$ cat config.mk
export PLATFORM = sky130hd
export DESIGN_NAME = truth_table_sweeper
export DESIGN_NICKNAME = d
export VERILOG_FILES = /design/src/rtl/truth_table_sweeper.sv
export SDC_FILE = /design/constraint.sdc
export NUM_CORES = 1
export LEC_CHECK = 0
export ABC_AREA = 1
export CORE_ASPECT_RATIO = 1.2
export CORE_MARGIN = 2
export CORE_UTILIZATION = 40
export CTS_CLUSTER_DIAMETER = 150
export CTS_CLUSTER_SIZE = 28
export DETAILED_ROUTE_END_ITERATION = 7
export PLACE_DENSITY_LB_ADDON = 0.15
export RECOVER_POWER = 50
export SYNTH_ARGS = -nofsm -noshare
export SYNTH_HDL_FRONTEND = slang
export SYNTH_SLANG_ARGS = --single-unit
export TNS_END_PERCENT = 1
$ cat constraint.sdc
create_clock -name clk -period 3.23 [get_ports clk]
set_input_delay 0.323 -clock clk [delete_from_list [all_inputs] [get_ports clk]]
set_output_delay 0.323 -clock clk [all_outputs]
set_load 0.03 [all_outputs]
$ cat src/rtl/truth_table_sweeper.sv
// Built-in self-test sweeper: walks every input vector through a combinational block, captures its truth table, compares to expected.
// Optional TTS_EARLY_ABORT_EN ends the sweep at the first mismatching vector.
module truth_table_sweeper #(
  parameter int N_IN   = 4,
  parameter int SETTLE = 1
) (
  input  logic                 clk,
  input  logic                 rst_n,
  input  logic                 start,
  input  logic [(1<<N_IN)-1:0] expected,
  output logic [N_IN-1:0]      stim,
  input  logic                 resp,
  output logic                 busy,
  output logic                 done,
  output logic                 pass,
  // `table` is a reserved word, so the captured table leaves on tbl.
  output logic [(1<<N_IN)-1:0] tbl,
  output logic [N_IN-1:0]      fail_idx
);

  localparam int NV = 1 << N_IN;
  localparam logic [N_IN:0] IDX_END = {1'b1, {N_IN{1'b0}}};
  localparam logic [3:0] CNT_LAST = 4'(SETTLE);

  typedef enum logic [1:0] {IDLE, HOLD, FINISH} state_t;

  state_t          state_q, state_d;
  logic [N_IN:0]   idx_q, idx_d;
  logic [3:0]      cnt_q, cnt_d;
  logic            miss_q, miss_d;
  logic [N_IN-1:0] stim_q, stim_d;
  logic [N_IN-1:0] fail_q, fail_d;
  logic            busy_q, busy_d;
  logic            done_q, done_d;
  logic            pass_q, pass_d;
  logic [NV-1:0]   tbl_q, tbl_d;
  logic [N_IN-1:0] cur;
  logic            bad;
  logic            last;

  always_comb begin
    state_d = state_q;
    idx_d   = idx_q;
    cnt_d   = cnt_q;
    miss_d  = miss_q;
    stim_d  = stim_q;
    fail_d  = fail_q;
    busy_d  = busy_q;
    done_d  = 1'b0;
    pass_d  = pass_q;
    tbl_d   = tbl_q;
    cur     = idx_q[N_IN-1:0];
    bad     = 1'b0;
    last    = 1'b0;
    case (state_q)
      // FINISH accepts start too, so sweeps can run back to back.
      IDLE, FINISH: begin
        if (start) begin
          state_d = HOLD;
          busy_d  = 1'b1;
          stim_d  = '0;
          tbl_d   = '0;
          pass_d  = 1'b0;
          fail_d  = '0;
          idx_d   = '0;
          cnt_d   = '0;
          miss_d  = 1'b0;
        end else begin
          state_d = IDLE;
        end
      end
      HOLD: begin
        if (cnt_q == CNT_LAST) begin
          cnt_d      = '0;
          bad        = (resp != expected[cur]);
          tbl_d[cur] = resp;
          if (bad && !miss_q) fail_d = cur;
          miss_d = miss_q | bad;
          idx_d  = idx_q + 1'b1;
          stim_d = idx_d[N_IN-1:0];
`ifdef TTS_EARLY_ABORT_EN
          last = (idx_d == IDX_END) || bad;
`else
          last = (idx_d == IDX_END);
`endif
          if (last) begin
            state_d = FINISH;
            busy_d  = 1'b0;
            done_d  = 1'b1;
            stim_d  = '0;
            pass_d  = !miss_d;
          end
        end else begin
          cnt_d = cnt_q + 4'd1;
        end
      end
      default: state_d = IDLE;
    endcase
  end

  always_ff @(posedge clk) begin
    if (!rst_n) begin
      state_q <= IDLE;
      idx_q   <= '0;
      cnt_q   <= '0;
      miss_q  <= 1'b0;
      stim_q  <= '0;
      fail_q  <= '0;
      busy_q  <= 1'b0;
      done_q  <= 1'b0;
      pass_q  <= 1'b0;
      tbl_q   <= '0;
    end else begin
      state_q <= state_d;
      idx_q   <= idx_d;
      cnt_q   <= cnt_d;
      miss_q  <= miss_d;
      stim_q  <= stim_d;
      fail_q  <= fail_d;
      busy_q  <= busy_d;
      done_q  <= done_d;
      pass_q  <= pass_d;
      tbl_q   <= tbl_d;
    end
  end

  assign stim     = stim_q;
  assign busy     = busy_q;
  assign done     = done_q;
  assign pass     = pass_q;
  assign tbl      = tbl_q;
  assign fail_idx = fail_q;

endmodule

[Word level (Yosys, flattened, before mapping)]
Index checks and enable logic that the tools add are counted.
Cells by class
  $add $sub $neg: 2
  bitwise gates (word level): 1
  muxes and demuxes: 35
  shift operators: 0
  divide/modulo/power cells: 0
  magnitude comparators: 2
  equal/unequal tests: 9
  reduce and logical (&&, ||, !) cells: 13
  $mul: 0
Operators with widths (number)
  $mux W16: 2
  $pmux W16 S2: 1
  $mux W4: 6
  $pmux W4 S2: 3
  $bwmux W16: 1
  $mux W1: 11
  $mux W5: 2
  $pmux W5 S2: 1
  $ne A2 B2 Y1 const B: 4
  $reduce_and A4 Y1: 2
  $pmux W1 S2: 3
  $reduce_and A3 Y1: 2
  $add A5 B1 Y5 const B: 1
  $eq A5 B5 Y1 const B: 1
  $lt A4 B5 Y1 const B: 1
  $add A4 B1 Y4 const B: 1
  $bmux W1 S4: 1
  $demux W1 S4: 1
  $eq A4 B1 Y1 const B: 1
  $ge A4 B1 Y1 const B: 1
  $mux W2: 2
  $pmux W2 S2: 1
  $reduce_and A2 Y1: 2
  $eq A2 B1 Y1 const B: 1
  8 further kinds: 10
Storage, ports and cells
  word-level logic and storage cells: 72
  memories kept: 0
  memory bits (writable): 0
  memory bits (read-only): 0
  latch bits: 0
  flip-flop bits (word level): 39
  output and inout bits: 27

[Logic depth before layout (Yosys ltp)]
Gate-level depths: netlist of run 1.
  depth in word-level cells: 8
  depth in mapped cells: 15
  gate-level depth less buffers: 15

[Least setup slack after synthesis of run 1]
Ideal clock, no wire load.
  path type: reg-to-reg
  from: register cnt_q[0]
  to: register tbl_q[5] (netlist: tbl[5])
  setup slack: 1.681 ns
  data arrival time: 1.431 ns
  cell stages (with the launch flop): 9
  setup time: 0.119 ns
  path through: dfxtp_1 > ha_1 > nand2_1 > nor2_1 > nor2_2 > nor2_4 > buf_2 > nand2_1 > o221a_1
On the way
  cells in the longest elaborated chain, start to end: 3
Ends and longest elaborated chain
  from (decl): RTL line 29  | logic [3:0] cnt_q, cnt_d;
  from (signal assigned): RTL line 116  | cnt_q <= cnt_d;
  $eq A4 B1 Y1: RTL line 73  | if (cnt_q == CNT_LAST) begin
  $ne A2 B2 Y1 (no source line)
  $reduce_and A3 Y1 (no source line)
  to (signal assigned): RTL line 123  | tbl_q <= tbl_d;
  to (decl): RTL line 36  | logic [NV-1:0] tbl_q, tbl_d;
No other way between the ends.
A chain may end at the register's enable or synchronous reset.

[Worst setup path after layout of run 1]
  from: register cnt_q[0]
  to: register tbl_q[15] (netlist: tbl[15])
The elaborated chain is that of the path after synthesis.

==> results of run 1 <==
==> path summary, 6_finish.rpt <==
| kind | startpoint | end | cells past startpoint |
|---|---|---|---|
| setup / recovery | cnt_q[0] | tbl[15] | 10 |
| hold / removal | stim[3] | stim[3] | 2 |
| setup reg to reg | cnt_q[0] | tbl[15] | 10 |
| hold reg to reg | stim[3] | stim[3] | 2 |
==> critical path, cell delays in order (launching register included) <==
cell	delay (ns)
dfxtp_1	0.40
ha_1	0.17
nand2_1	0.05
nor2_1	0.14
nor2_1	0.11
nor2_1	0.51
nor2_1	0.22
inv_1	0.23
nand2_1	0.10
o221ai_1	0.16
inv_1	0.05
==> sequential cells by signal, summed over array words and instances, names as in the netlist <==
register and count:
pass 1, done 1, cnt_q 4, tbl 16, state_q 2, miss_q 1
idx_q 5, busy 1, fail_idx 4, stim 2
==> area by class of cell <==
class	instances	area share, %
multi-input combinational	187	37.25
sequential	37	29.32
timing repair buffer	46	18.23
inverter	51	7.578
clock buffer	6	3.269
tap	58	2.873
clock inverter	2	1.486
==> synth_stat cells <==
cell | number | share of area [%]
a31oi_1 | 2 | 0.65
o221ai_1 | 2 | 0.91
dfxtp_1 | 37 | 38
buf_4 | 2 | 0.78
nor2_2 | 6 | 1.9
o211a_1 | 1 | 0.52
nor3_4 | 1 | 0.84
nand2_4 | 1 | 0.58
a211oi_1 | 1 | 0.39
nor2_4 | 1 | 0.58
inv_2 | 16 | 3.1
o21ai_0 | 9 | 2.3
o221a_1 | 4 | 2.3
buf_6 | 1 | 0.58
a2bb2oi_1 | 1 | 0.45
xor2_1 | 3 | 1.4
nand2_2 | 5 | 1.6
or2_1 | 1 | 0.32
o21ai_1 | 12 | 3.1
nand4_1 | 1 | 0.32
buf_2 | 2 | 0.52
inv_1 | 35 | 6.8
a21oi_1 | 14 | 3.6
o22ai_1 | 1 | 0.32
nor2_1 | 33 | 6.4
nand3_1 | 14 | 3.6
clkbuf_1 | 2 | 0.39
ha_1 | 6 | 3.9
nand2_1 | 68 | 13
==> cells by family (layout without fill, tap and decap cells) <==
family          after synthesis  after routing  share of synthesized area [%]
xor+xnor                      3              3                          1.362
simple gates                131            131                          29.51
compound gates               47             47                          14.66
fa+ha+maj                     6              6                          3.891
buf+inv                      58            105                          12.19
flops                        37             37                          38.39
==> power by group <==
part           internal, mW  leakage (nW)  switching [mW]  total, mW
clock                 0.251        0.0574           0.174      0.425
sequential            0.468         0.299          0.0254      0.493
combinational        0.0927         0.823           0.152      0.245
==> metal layers <==
metal	vias to the layer above	global-route usage, %	share of wire, %
li1	976	-	-
met1	827	22.02	48
met2	28	28.71	47
met3	6	4.202	2.8
met4	0	7.959	2.0
met5	-	0	0
==> metrics by stage <==
step	instances	power [mW]	hold slack, ns	worst slack, ns	area, um^2
global placement	379	0.7562	0.4494	1.176	2419
floorplan	282	0.6909	0.4206	1.681	1929
finish	387	1.164	0.4514	0.9849	2526
global route	387	1.226	0.4805	0.6848	2526
detailed placement	379	0.7566	0.4504	1.165	2419
CTS	387	1.182	0.4616	1.173	2539
==> flow_summary.json, run 1 <==
{
  "hold_buffers": 0,
  "final_util_pct": 54.58,
  "finalSetupViolations": 0,
  "finalHoldViolCount": 0,
  "synth_cell_types": 29,
  "antenna_found_initial": 0,
  "clock_skew_ns": 0.006303,
  "required_ns": 3.42,
  "insertion_delay_ns": 0.29,
  "final_nets": 354,
  "min_period_over_period_pct": 69.51,
  "vias": 1837,
  "grt_max_degree": 17,
  "drtPass1Iterations": 4,
  "vdd.ir_drop.worst_mv": 0.2874,
  "core_mm2": 0.004628,
  "synthCells": 282,
  "gp_congestion": 0.7974,
  "nFillCells": 467,
  "outcome": "finished clean",
  "end_kind": "flip-flop",
  "worstPathArrival_ns": 2.43,
  "path_class": "flip-flop to flip-flop",
  "netlist_area_mm2": 0.001929,
  "regArea_um2": 740.7,
  "clock_path_buffers": 2,
  "worst-path-max-fanout": 12,
  "rows": 27,
  "grt.total_usage_pct": 17.73,
  "fmax_mhz": 445.4,
  "cts_tree": "yes",
  "start_util_pct": 41.69,
  "r2r_slack_ns": 0.98,
  "die_area_mm2": 0.005397,
  "route.detailed.wl_per_inst_um": 11.12,
  "dp_hpwl_um": 3323,
  "slew-limit-headroom_pct": 57.29,
  "startpoint_type": "flip-flop",
  "clock_sinks": 37,
  "globalRoute.totalOverflow": 0,
  "ys_seq_area_share_pct": 38.39,
  "ant_nets": 0,
  "htreeDepth": 2,
  "port_buffers": 46,
  "drive_above_1_share_pct": 10.03,
  "synth_fp_nets": 308,
  "maxCapViolCount": 0,
  "syn2layout_area_growth_pct": 30.93,
  "grt_pass1_vias": 1696,
  "tightest_slew_ns": 0.6383,
  "ios": 47,
  "vias_per_cell": 4.747,
  "p_leak_nw": 1.179,
  "post-route-min-period_ns": 2.245,
  "root_buffer": "clkbuf_8",
  "multi_input_area_um2": 940.9,
  "drc_errors": 0,
  "grt_pass1_wl_um": 7258,
  "clkTransAtPathRegs_ns": 0.08,
  "powerDensity_mw_per_mm2": 460.6,
  "drt_iter0_markers": 74,
  "slew_violations": 0,
  "antenna_cells": 0,
  "rsz0062_at_grt": "no",
  "cts_buffers": 5,
  "final_cell_mix": "nand2_1, inv_1, dfxtp_1",
  "hold_class": "flip-flop to flip-flop",
  "die_w_um": 67.40,
  "fp.dieH_um": 80.08,
  "layout_commonest_cell": "nand2_1",
  "cts_resized": 0,
  "ys_ff_latch": 37,
  "wl_um": 4304,
  "postCtsSetupBuffers": 0,
  "ys.warnings.count": 0,
  "syn_avg_cell_area_um2": 6.842,
  "tns_ns": 0
}
Power figures use the tool's default switching activity.
==> run 2: changes to the inputs <==
==> constraint.sdc (replaced) <==
create_clock -name clk -period 2 [get_ports clk]
set_input_delay 0.2 -clock clk [delete_from_list [all_inputs] [get_ports clk]]
set_output_delay 0.2 -clock clk [all_outputs]
set_load 0.03 [all_outputs]
==> flow_summary.json, run 2 (same netlist as run 1, synthesis figures left out) <==
{
  "dp_hpwl_um": 3402,
  "die_w_um": 67.40,
  "clock_skew_ns": 0.007354,
  "die_area_mm2": 0.005397,
  "cts_resized": 0,
  "ant_nets": 0,
  "clkTransAtPathRegs_ns": 0.08,
  "fmax_mhz": 545.2,
  "placed_area_mm2": 0.002471,
  "tightest_slew_ns": 0.3433,
  "cts_tree": "yes",
  "largest_register_ffs": 16,
  "slew_violations": 0,
  "rsz0062_at_grt": "no",
  "syn2layout_area_growth_pct": 34.05,
  "design_area_mm2": 0.002586,
  "wl_um": 4337,
  "postCtsSetupBuffers": 0,
  "drtPass1Iterations": 8,
  "grt.total_usage_pct": 18.35,
  "min_period_over_period_pct": 91.72,
  "final_cell_mix": "nand2_1, dfxtp_1, inv_1",
  "maxCapViolCount": 0,
  "p_total_mw": 1.876,
  "worst-path-max-fanout": 10,
  "grt_pass1_wl_um": 7590,
  "core_mm2": 0.004628,
  "path_class": "flip-flop to primary output",
  "crit_path_cell_trace": "buf_4 > clkdlybuf4s50_1",
  "drt_iter0_markers": 120,
  "globalRoute.totalOverflow": 0,
  "clock_path_buffers": 2,
  "outcome": "finished clean",
  "finalHoldViolCount": 0,
  "fp.dieH_um": 80.08,
  "crit_slowest_cell": "clkdlybuf4s50_1",
  "start_util_pct": 41.69,
  "vias": 1864,
  "clock_sinks": 37,
  "grt_pass1_vias": 1694,
  "startpoint_type": "flip-flop",
  "finalSetupViolations": 0,
  "post-place-ws_ns": 0.1703,
  "root_buffer": "clkbuf_8",
  "gp_congestion": 0.8073,
  "final_nets": 361,
  "insertion_delay_ns": 0.29,
  "tns_ns": 0,
  "slew-limit-headroom_pct": 77.04,
  "htreeDepth": 2,
  "cts_buffers": 5,
  "worstPathArrival_ns": 1.63,
  "port_buffers": 46,
  "drive_above_1_share_pct": 13.10,
  "layout_commonest_cell": "nand2_1",
  "ios": 47,
  "required_ns": 1.80,
  "antenna_cells": 0,
  "post-route-min-period_ns": 1.834,
  "crit_buf_inv": 2,
  "cpPeakStageDelay_ns": 0.68,
  "p_leak_nw": 1.216,
  "route.detailed.wl_per_inst_um": 11.01,
  "vdd.ir_drop.worst_mv": 0.4253,
  "drc_errors": 0,
  "hold_buffers": 0,
  "grt_max_degree": 17,
  "hold_class": "flip-flop to flip-flop",
  "timing.final.ws_setup_ns": 0.1657,
  "cp_top_family": "buffers and inverters",
  "end_kind": "primary output",
  "antenna_found_initial": 0,
  "vias_per_cell": 4.731,
  "powerDensity_mw_per_mm2": 725.5,
  "rows": 27
}
run 2: cell count changes in the layout (fill, tap and decap cells not counted), sizes merged:
cell,change
dlygate4sd3,+1
clkbuf,-1
buf,+7
clkinv,+1
clkdlybuf4s50,-1
run 2: final cells by class:
class | count | area [um^2]
fillers | 449 | 2042
multi-input cells | 187 | 953.4
flip-flops and latches | 37 | 740.7
repair buffers | 53 | 513.0
inverters | 51 | 191.4
well taps | 58 | 72.57
clock buffers | 5 | 68.82
clock inverters | 3 | 46.29
run 2: final timing paths:
path                            depth (start not counted)          end  slack (ns)      from
worst min-delay path                                    2      stim[3]        0.46   stim[3]
worst max register to register                         13  fail_idx[0]        0.27  idx_q[1]
worst min register to register                          2      stim[3]        0.46   stim[3]
worst max-delay path                                    2      stim[0]        0.17  idx_q[0]
run 2: per-layer routing:
layer | part of all wire (%) | global-route usage [%]
met1 | 47 | 23.87
met2 | 48 | 29.80
met3 | 3.9 | 3.922
met4 | 1.2 | 6.122
met5 | 0 | 0
run 2: power breakdown:
group	switching, mW	internal (mW)
Sequential	0.0224	0.756
Combinational	0.271	0.166
Clock	0.288	0.373
run 2: stage by stage:
step           cells  hold slack, ns  util [%]
2_1_floorplan    282          0.2976         -
3_3_place_gp     386          0.4483     53.39
3_5_place_dp     386          0.4476     53.39
4_1_cts          394          0.4615     55.88
5_1_grt          394          0.4780     55.88
6_report         394          0.4553     55.88
run 2: tightest hold or removal path: cells and delay by family (launching register included):
family	cells	cell delay [ns]
flops	1	0.31
simple gates	2	0.11
==> run 3: changes to the inputs <==
--- a/config.mk
+++ b/config.mk
@@ -6,6 +6,7 @@
 export NUM_CORES = 1
 export LEC_CHECK = 0
 export ABC_AREA = 1
+export CAP_MARGIN = 0
 export CORE_ASPECT_RATIO = 1.2
 export CORE_MARGIN = 2
 export CORE_UTILIZATION = 40
==> results of run 3 <==
The final DEF is identical to that of run 2; final timing and power are the same.
